**src/rtl/Common.sv**
```systemverilog
// rtl/Common.sv - shared fetch types: raw instruction word, fetch FSM state, buffer entry.
package Common;

  typedef logic [31:0] raw_instr_t;

  typedef enum logic [1:0] {
    FETCH_REQ  = 2'd0,
    FETCH_WAIT = 2'd1,
    FETCH_HALT = 2'd2
  } fetch_state_t;

  localparam logic [31:0] PC_STEP = 32'd4;

  typedef struct packed {
    raw_instr_t  instr;
    logic [31:0] pc;
  } fetch_entry_t;

endpackage

```
**src/rtl/fetch_fifo.sv**
```systemverilog
// rtl/fetch_fifo.sv - instruction buffer of {instr, pc} entries with flush and same-cycle push/pop.
module fetch_fifo #(
  parameter int DEPTH = 2
) (
  input  logic                       clk_i,
  input  logic                       rst_ni,
  input  logic                       flush_i,
  input  logic                       push_i,
  input  logic [63:0]                push_data_i,
  input  logic                       pop_i,
  output logic [63:0]                head_data_o,
  output logic [$clog2(DEPTH):0]     count_o
);

  localparam int AW = $clog2(DEPTH);
  localparam int CW = AW + 1;

  logic [63:0]   mem_q [DEPTH];
  logic [AW-1:0] rd_q;
  logic [AW-1:0] wr_q;
  logic [CW-1:0] cnt_q;
  logic          full;
  logic          pop_ok;
  logic          push_ok;

  assign full    = (cnt_q == CW'(DEPTH));
  assign pop_ok  = pop_i && (cnt_q != '0);
  // A full buffer still accepts a push when the head leaves in the same cycle.
  assign push_ok = push_i && (!full || pop_ok);

  always_ff @(posedge clk_i) begin
    if (!rst_ni) begin
      rd_q  <= '0;
      wr_q  <= '0;
      cnt_q <= '0;
      for (int i = 0; i < DEPTH; i++) begin
        mem_q[i] <= '0;
      end
    end else if (flush_i) begin
      rd_q  <= '0;
      wr_q  <= '0;
      cnt_q <= '0;
    end else begin
      if (push_ok) begin
        mem_q[wr_q] <= push_data_i;
        wr_q        <= wr_q + 1'b1;
      end
      if (pop_ok) begin
        rd_q <= rd_q + 1'b1;
      end
      case ({push_ok, pop_ok})
        2'b10:   cnt_q <= cnt_q + 1'b1;
        2'b01:   cnt_q <= cnt_q - 1'b1;
        default: cnt_q <= cnt_q;
      endcase
    end
  end

  assign head_data_o = mem_q[rd_q];
  assign count_o     = cnt_q;

endmodule

```
**src/rtl/instr_fetch.sv**
```systemverilog
// rtl/instr_fetch.sv - single-outstanding instruction fetch unit with redirect and buffer.
// Optional FETCH_MISALIGN_CHECK_EN: misaligned redirect halts fetch and raises misalign_o.
module instr_fetch
  import Common::*;
#(
  parameter logic [31:0] RESET_PC   = 32'h0000_0000,
  parameter int          FIFO_DEPTH = 2
) (
  input  logic        clk_i,
  input  logic        rst_ni,
  input  logic        redirect_valid_i,
  input  logic [31:0] redirect_pc_i,
  output logic        imem_req_valid_o,
  output logic [31:0] imem_req_addr_o,
  input  logic        imem_req_ready_i,
  input  logic        imem_resp_valid_i,
  input  logic [31:0] imem_resp_data_i,
  output logic        instr_valid_o,
  output logic [31:0] instr_o,
  output logic [31:0] instr_pc_o,
`ifdef FETCH_MISALIGN_CHECK_EN
  output logic        misalign_o,
`endif
  input  logic        instr_ready_i
);

  localparam int CW = $clog2(FIFO_DEPTH) + 1;

  fetch_state_t  state_q;
  logic [31:0]   pc_q;
  logic [31:0]   req_pc_q;
  logic          discard_q;
  logic          run_q;
  logic [31:0]   pc_next_d;
  logic [31:0]   redirect_tgt;
  logic          redirect_bad;
  logic [CW-1:0] count;
  logic          req_valid;
  logic          req_hs;
  logic          pending;
  logic          push;
  logic          pop;
  fetch_entry_t  push_entry;
  fetch_entry_t  head_entry;

`ifdef FETCH_MISALIGN_CHECK_EN
  logic misalign_q;
  assign redirect_tgt = redirect_pc_i;
  assign redirect_bad = |redirect_pc_i[1:0];
  assign misalign_o   = misalign_q;
`else
  logic unused_pc_lo;
  assign unused_pc_lo = ^redirect_pc_i[1:0];
  assign redirect_tgt = {redirect_pc_i[31:2], 2'b00};
  assign redirect_bad = 1'b0;
`endif

  assign pc_next_d = pc_q + PC_STEP;
  // run_q holds the request low for the reset cycle itself.
  assign req_valid = run_q && (state_q == FETCH_REQ) && (count < CW'(FIFO_DEPTH));
  assign req_hs    = req_valid && imem_req_ready_i;
  // A request is still in flight after this cycle unless its response lands now.
  assign pending   = req_hs ||
                     (((state_q == FETCH_WAIT) || discard_q) && !imem_resp_valid_i);
  assign push      = (state_q == FETCH_WAIT) && imem_resp_valid_i && !discard_q &&
                     !redirect_valid_i;
  assign pop       = instr_valid_o && instr_ready_i && !redirect_valid_i;

  assign push_entry = '{instr: imem_resp_data_i, pc: req_pc_q};

  always_ff @(posedge clk_i) begin
    if (!rst_ni) begin
      state_q    <= FETCH_REQ;
      pc_q       <= RESET_PC;
      req_pc_q   <= '0;
      discard_q  <= 1'b0;
      run_q      <= 1'b0;
`ifdef FETCH_MISALIGN_CHECK_EN
      misalign_q <= 1'b0;
`endif
    end else begin
      run_q <= 1'b1;
      if (redirect_valid_i) begin
        pc_q      <= redirect_tgt;
        discard_q <= pending;
        if (redirect_bad) begin
          state_q <= FETCH_HALT;
        end else begin
          state_q <= pending ? FETCH_WAIT : FETCH_REQ;
        end
`ifdef FETCH_MISALIGN_CHECK_EN
        misalign_q <= redirect_bad;
`endif
      end else begin
        case (state_q)
          FETCH_REQ: begin
            if (req_hs) begin
              req_pc_q <= pc_q;
              pc_q     <= pc_next_d;
              state_q  <= FETCH_WAIT;
            end
          end
          FETCH_WAIT: begin
            if (imem_resp_valid_i) begin
              discard_q <= 1'b0;
              state_q   <= FETCH_REQ;
            end
          end
          FETCH_HALT: begin
            if (imem_resp_valid_i) begin
              discard_q <= 1'b0;
            end
          end
          default: state_q <= FETCH_REQ;
        endcase
      end
    end
  end

  fetch_fifo #(
    .DEPTH(FIFO_DEPTH)
  ) u_fifo (
    .clk_i       (clk_i),
    .rst_ni      (rst_ni),
    .flush_i     (redirect_valid_i),
    .push_i      (push),
    .push_data_i (push_entry),
    .pop_i       (pop),
    .head_data_o (head_entry),
    .count_o     (count)
  );

  assign imem_req_valid_o = req_valid;
  assign imem_req_addr_o  = pc_q;
  assign instr_valid_o    = (count != '0);
  assign instr_o          = instr_valid_o ? head_entry.instr : '0;
  assign instr_pc_o       = instr_valid_o ? head_entry.pc : '0;

endmodule

```
**config.mk**
```make
export PLATFORM = sky130hd
export DESIGN_NAME = instr_fetch
export DESIGN_NICKNAME = d
export VERILOG_FILES = /design/src/rtl/Common.sv /design/src/rtl/fetch_fifo.sv /design/src/rtl/instr_fetch.sv
export SDC_FILE = /design/constraint.sdc
export NUM_CORES = 1
export LEC_CHECK = 0
export ABC_CLOCK_PERIOD_IN_PS = 17250
export CORE_ASPECT_RATIO = 2
export CORE_MARGIN = 2
export CORE_UTILIZATION = 49
export CTS_CLUSTER_SIZE = 20
export DETAILED_ROUTE_END_ITERATION = 7
export PLACE_DENSITY = 0.76
export SLEW_MARGIN = 20
export SYNTH_ARGS = -nofsm -noshare
export SYNTH_HDL_FRONTEND = slang
export SYNTH_SLANG_ARGS = --single-unit
```
**constraint.sdc**
```tcl
create_clock -name clk_i -period 17.25 [get_ports clk_i]
set_clock_uncertainty 0.1 [all_clocks]
set_input_delay 1.725 -clock clk_i [delete_from_list [all_inputs] [get_ports clk_i]]
set_output_delay 1.725 -clock clk_i [all_outputs]
set_load 0.05 [all_outputs]
```
After elaboration in Yosys (flattened, before gate mapping)

Memories as Yosys holds them, arrays and structs flattened. A register that Yosys moved wholly into a read port is not among the register bits.
Cells that the tools add are included.
W data, S select, Z words.

Reductions and logical operators: 33
$lt $le $gt $ge: 1
Bitwise gates (word level): 2
$add $sub $neg: 5
Multiplexer cells: 25
Eq/ne operators: 8

Operators with widths:

| cell                    | count |
|---|---|
| $mux W32                | 5 |
| $mux W64                | 1 |
| $reduce_or A64 Y1       | 1 |
| $add A32 B3 Y32 const B | 1 |
| $mux W1                 | 14 |
| $reduce_bool A2 Y1      | 6 |
| $logic_and A1 B1 Y1     | 11 |
| $eq A2 B2 Y1 const B    | 3 |
| $mux W2                 | 3 |
| $ne A3 B3 Y1 const B    | 2 |
| $pmux W2 S3             | 1 |
| $reduce_and A2 Y1       | 3 |
| $reduce_and A3 Y1       | 2 |
| $eq A2 B1 Y1 const B    | 2 |
| $logic_not A1 Y1        | 4 |
| $pmux W2 S2             | 1 |
| $reduce_or A2 Y1        | 2 |
| $logic_or A1 B1 Y1      | 3 |
| $add A1 B1 Y1 const B   | 2 |
| $add A2 B1 Y2 const B   | 1 |
| $logic_not A2 Y1        | 1 |
| $lt A2 B2 Y1 const B    | 1 |
| $ne A2 B2 Y1 const B    | 1 |
| $not A1 Y1              | 2 |
| $sub A2 B1 Y2 const B   | 1 |

Word-level logic and storage cells: 84
Register bits: 72
Memories: 1
Bits in writable memories: 128

Memories:

| name         | words | width | rd ports | clocked after memory_dff | write ports | line             | source |
|---|---|---|---|---|---|---|---|
| u_fifo.mem_q | 2     | 64    | 1        | 1                        | 2           | fetch_fifo.sv:18 | `logic [63:0] mem_q [DEPTH];` |

Depth between registers and ports, before layout

Word-level depth: 12
Depth in mapped cells: 8
Gate-level depth less buffers: 8

Modules after synthesis

Synthesis repeated with hierarchy kept, for this count alone.

Cells, all modules: 822
Area, all modules: 9409.0 sq um

By module, submodules not included:

| module      | cells each | area an instance (sq um) | times used |
|---|---|---|---|
| fetch_fifo  | 367        | 5871.9                   | 1 |
| instr_fetch | 455        | 3537.1                   | 1 |

Worst setup path before layout

OpenSTA, ideal clock, no wires.

Path kind: input-to-reg
From: input port imem_resp_valid_i
To: memory u_fifo.mem_q[0][10], enable pin
Path buffers: 0
Cell stages on the path: 3
Arrival: 6.545 ns
Data required time: 16.582 ns
Path slack: 10.037 ns
Library setup time: 0.568 ns
Path through: nor4bb_1 -> o21ai_1 -> o21ai_0

RTL lines:

| element            | line              | source |
|---|---|---|
| start: declaration | instr_fetch.sv:16 | `input logic imem_resp_valid_i,` |
| end: declaration   | fetch_fifo.sv:18  |  |

==> flow_metrics.py <==
metrics = {
    "floorplan": {
        "die_h_um": 192,
        "coreArea_um2": 17300,
        "rows": 68,
        "die_area_um2": 18800,
        "die_w_um": 98.1,
        "start_util": 0.502,
        "io_pins": 168,
    },
    "route": {
        "remaining_drc_errors": 0,
        "vias": 6399,
        "drt_iter0_drc": 233,
        "dr.pass1.iters": 5,
        "finalWirelength_um": 19800,
        "routedWlPerCell_um": 17.0,
        "vias_per_cell": 5.50,
        "antenna_left": 0,
    },
    "critical_path": {
        "cp_slowest_cell": "dfxtp_4",
        "required_ps": 15420,
        "crit_path_max_incr_delay_ps": 1060,
        "worstPathMaxFanout": 62,
        "crit_arrival_ps": 2700,
        "cp-start-kind": "flop",
        "critPathKind": "reg -> out",
        "cp_cell_sequence": "mux2i_1, nor2_1, clkdlybuf4s50_1",
        "crit_path_end_kind": "output pin",
    },
    "timing": {
        "hold_violations": 0,
        "setup_viol": 0,
        "setup_tns_ps": 0,
        "rsz0062_at_grt": "false",
        "period_share": 0.262,
        "worst_slew_pin_slew_ps": 1080,
        "setup_ws_ps": 12720,
        "clock.fmax_ghz": 0.221,
        "min_period_ps": 4530,
        "slew_headroom": 0.282,
        "drv_slew": 0,
        "hold-worst-slack_ps": 361,
    },
    "layout": {
        "ff_latch_area_um2": 5090,
        "syn2layout_area_growth_pct": 27.3,
        "finalNonFillerCells": 1164,
        "multi_input_area_um2": 3400,
        "antenna_cells": 0,
        "nets": 1013,
        "fillers": 1391,
        "fin_util": 0.639,
        "drive_above_1_share": 0.0493,
    },
    "grt": {
        "antenna_found_initial": 0,
        "grt-ovfl-total": 0,
        "grt_max_degree": 64,
        "grt_pass1_wl_um": 31500,
        "grt_pass1_vias": 6203,
        "grt_usage": 0.213,
    },
    "clocking": {
        "tritoncts": "done",
        "cts_setup_buffers": 0,
        "ctsHoldBuffers": 0,
        "root_buffer": "clkbuf_16",
        "clk_latency_ps": 430,
        "cts-resized-gates": 0,
        "cts_buffers": 17,
        "cts-htree-levels": 4,
        "cts.sinks": 192,
        "cts.clk_slew.worst_paths_ps": 70,
        "clockBufferDepth": 2,
    },
    "place": {
        "dp.cells": 1132,
        "gp_congestion": 0.867,
        "post-place-ws_ps": 12530,
        "place_hpwl_um": 13000,
        "io_buffers": 161,
    },
    "logic_synthesis": {
        "synth.top_cell.area_share": 0.429,
        "syn_inst": 805,
        "synth_seq_cells": 192,
        "synth_edf_count": 124,
        "async_flop_share": 0,
        "synth.area.top_cells": "edfxtp_1, dfxtp_1, and2_1",
        "synth_top_area_cell": "edfxtp_1",
        "synth.distinct_cells": 46,
        "synth-warning-count": 0,
        "avgSynthCellArea_um2": 10.8,
        "ys_seq_area_frac": 0.586,
        "syn-cell-area_um2": 8670,
        "synthFlopType": "edfxtp_1",
    },
    "power_and_ir_drop": {
        "power_frac_seq": 0.518,
        "peakVddDrop_v": 0.0000646,
        "clockPowerShare": 0.396,
        "power.leakage_nw": 3.69,
        "intPower_mw": 0.771,
        "combPwrFrac": 0.086,
        "p_sw_frac": 0.234,
        "power_density_nw_per_um2": 91.1,
        "p_sw_mw": 0.235,
    },
    "hold_path": {
        "hold_path_class": "reg -> reg",
    },
    "job": {
        "maxCapViolations": 0,
    },
    "outcome": {
        "outcome": "completed",
    },
}
-- power by group through the flow --
stage	Combinational [mW]	Clock [mW]	Sequential, mW
2_1_floorplan	0.0347	0	0.546
3_3_place_gp	0.0857	0	0.530
3_5_place_dp	0.0865	0	0.531
4_1_cts	0.0869	0.406	0.521
5_1_grt	0.0928	0.421	0.523
6_report	0.0864	0.398	0.521
-- worst paths after layout --
kind | startpoint | to | slack, ps | cells past startpoint
worst max-delay path | flop | instr_pc_o[13] | 12720 | 3
worst min-delay path | req_pc_q[14] | req_pc_q[14] | 360 | 2
worst max register to register | imem_req_addr_o[2] | imem_req_addr_o[16] | 14680 | 5
worst min register to register | req_pc_q[14] | req_pc_q[14] | 360 | 2
-- metrics by stage --
| stage | power [mW] | cell area (um2) |
|---|---|---|
| 3_3_place_gp | 0.616 | 10400 |
| 2_1_floorplan | 0.581 | 8690 |
| 5_1_grt | 1.04 | 11000 |
| 3_5_place_dp | 0.618 | 10400 |
| 6_report | 1.01 | 11000 |
| 4_1_cts | 1.01 | 11000 |
-- synthesized netlist by cell type, types with 10 or more instances --
library cell and instances:
and2_1 125, edfxtp_1 124, nand2_1 78, nor2_1 77, dfxtp_1 68, mux2i_1 63
a21oi_1 42, clkbuf_1 42, o21ai_0 30, nand3_1 15, nand4_1 11, or4_1 10
-- registers in the layout, summed over array words and instances (netlist names), named ones only --
register and cells:
u_fifo.mem_q 124, imem_req_addr_o 30, req_pc_q 30, u_fifo.count_o 2, discard_q 1, run_q 1
state_q 1, u_fifo.rd_q 1, u_fifo.wr_q 1
-- layer usage --
layer / up-vias / share of wire / global-route usage
met1: 3030 / 0.37 / 0.223
met5: - / 0 / 0
li1: 3130 / - / -
met4: 0 / 0.042 / 0.111
met2: 188 / 0.55 / 0.402
met3: 51 / 0.037 / 0.0342
-- cell type report --
cell class | instances | share of cell area
Tap cell | 210 | 0.0238
Sequential cell | 192 | 0.461
Timing Repair Buffer | 169 | 0.151
Inverter | 6 | 0.00204
Multi-Input combinational cell | 555 | 0.308
Clock inverter | 12 | 0.0144
Clock buffer | 20 | 0.0395
-- logic make-up after synthesis --
kind of cell | count (synthesis) | synth area share
simple gates | 367 | 0.224
flops | 192 | 0.586
compound gates | 105 | 0.0704
mux | 63 | 0.0727
buf+inv | 61 | 0.0291
xor+xnor | 14 | 0.0141
fa+ha+maj | 2 | 0.00288
other cells | 1 | 0.000432
-- layout by cell type (no fill, tap or decap), types with 3 or more instances in the layout --
cell type and count:
nand4_1 11, nand2_1 78, clkbuf_1 3, clkbuf_16 17
a31oi_1 9, nor4_1 8, conb_1 4, or3_1 6
nor2b_1 3, a311oi_1 7, inv_1 6, nor3_1 6
and4_1 7, and3_1 6, a21oi_1 42, bufinv_16 3
nor2_1 75, clkdlybuf4s50_1 161, xor2_1 6, dfxtp_1 67
o21ai_0 28, edfxtp_1 124, mux2i_1 63, inv_6 3
o31ai_1 8, or4_1 10, nand3_1 15, and2_1 125
buf_4 8, nor3_2 3, xnor2_1 8
-- critical path, delay by kind of cell, from the launching register on --
| kind | cells | cell delay (ps) |
|---|---|---|
| DFF | 1 | 1060 |
| buffers and inverters | 1 | 850 |
| muxes | 1 | 190 |
| and+or+nand+nor | 1 | 150 |
(Power assumes the default switching activity.)
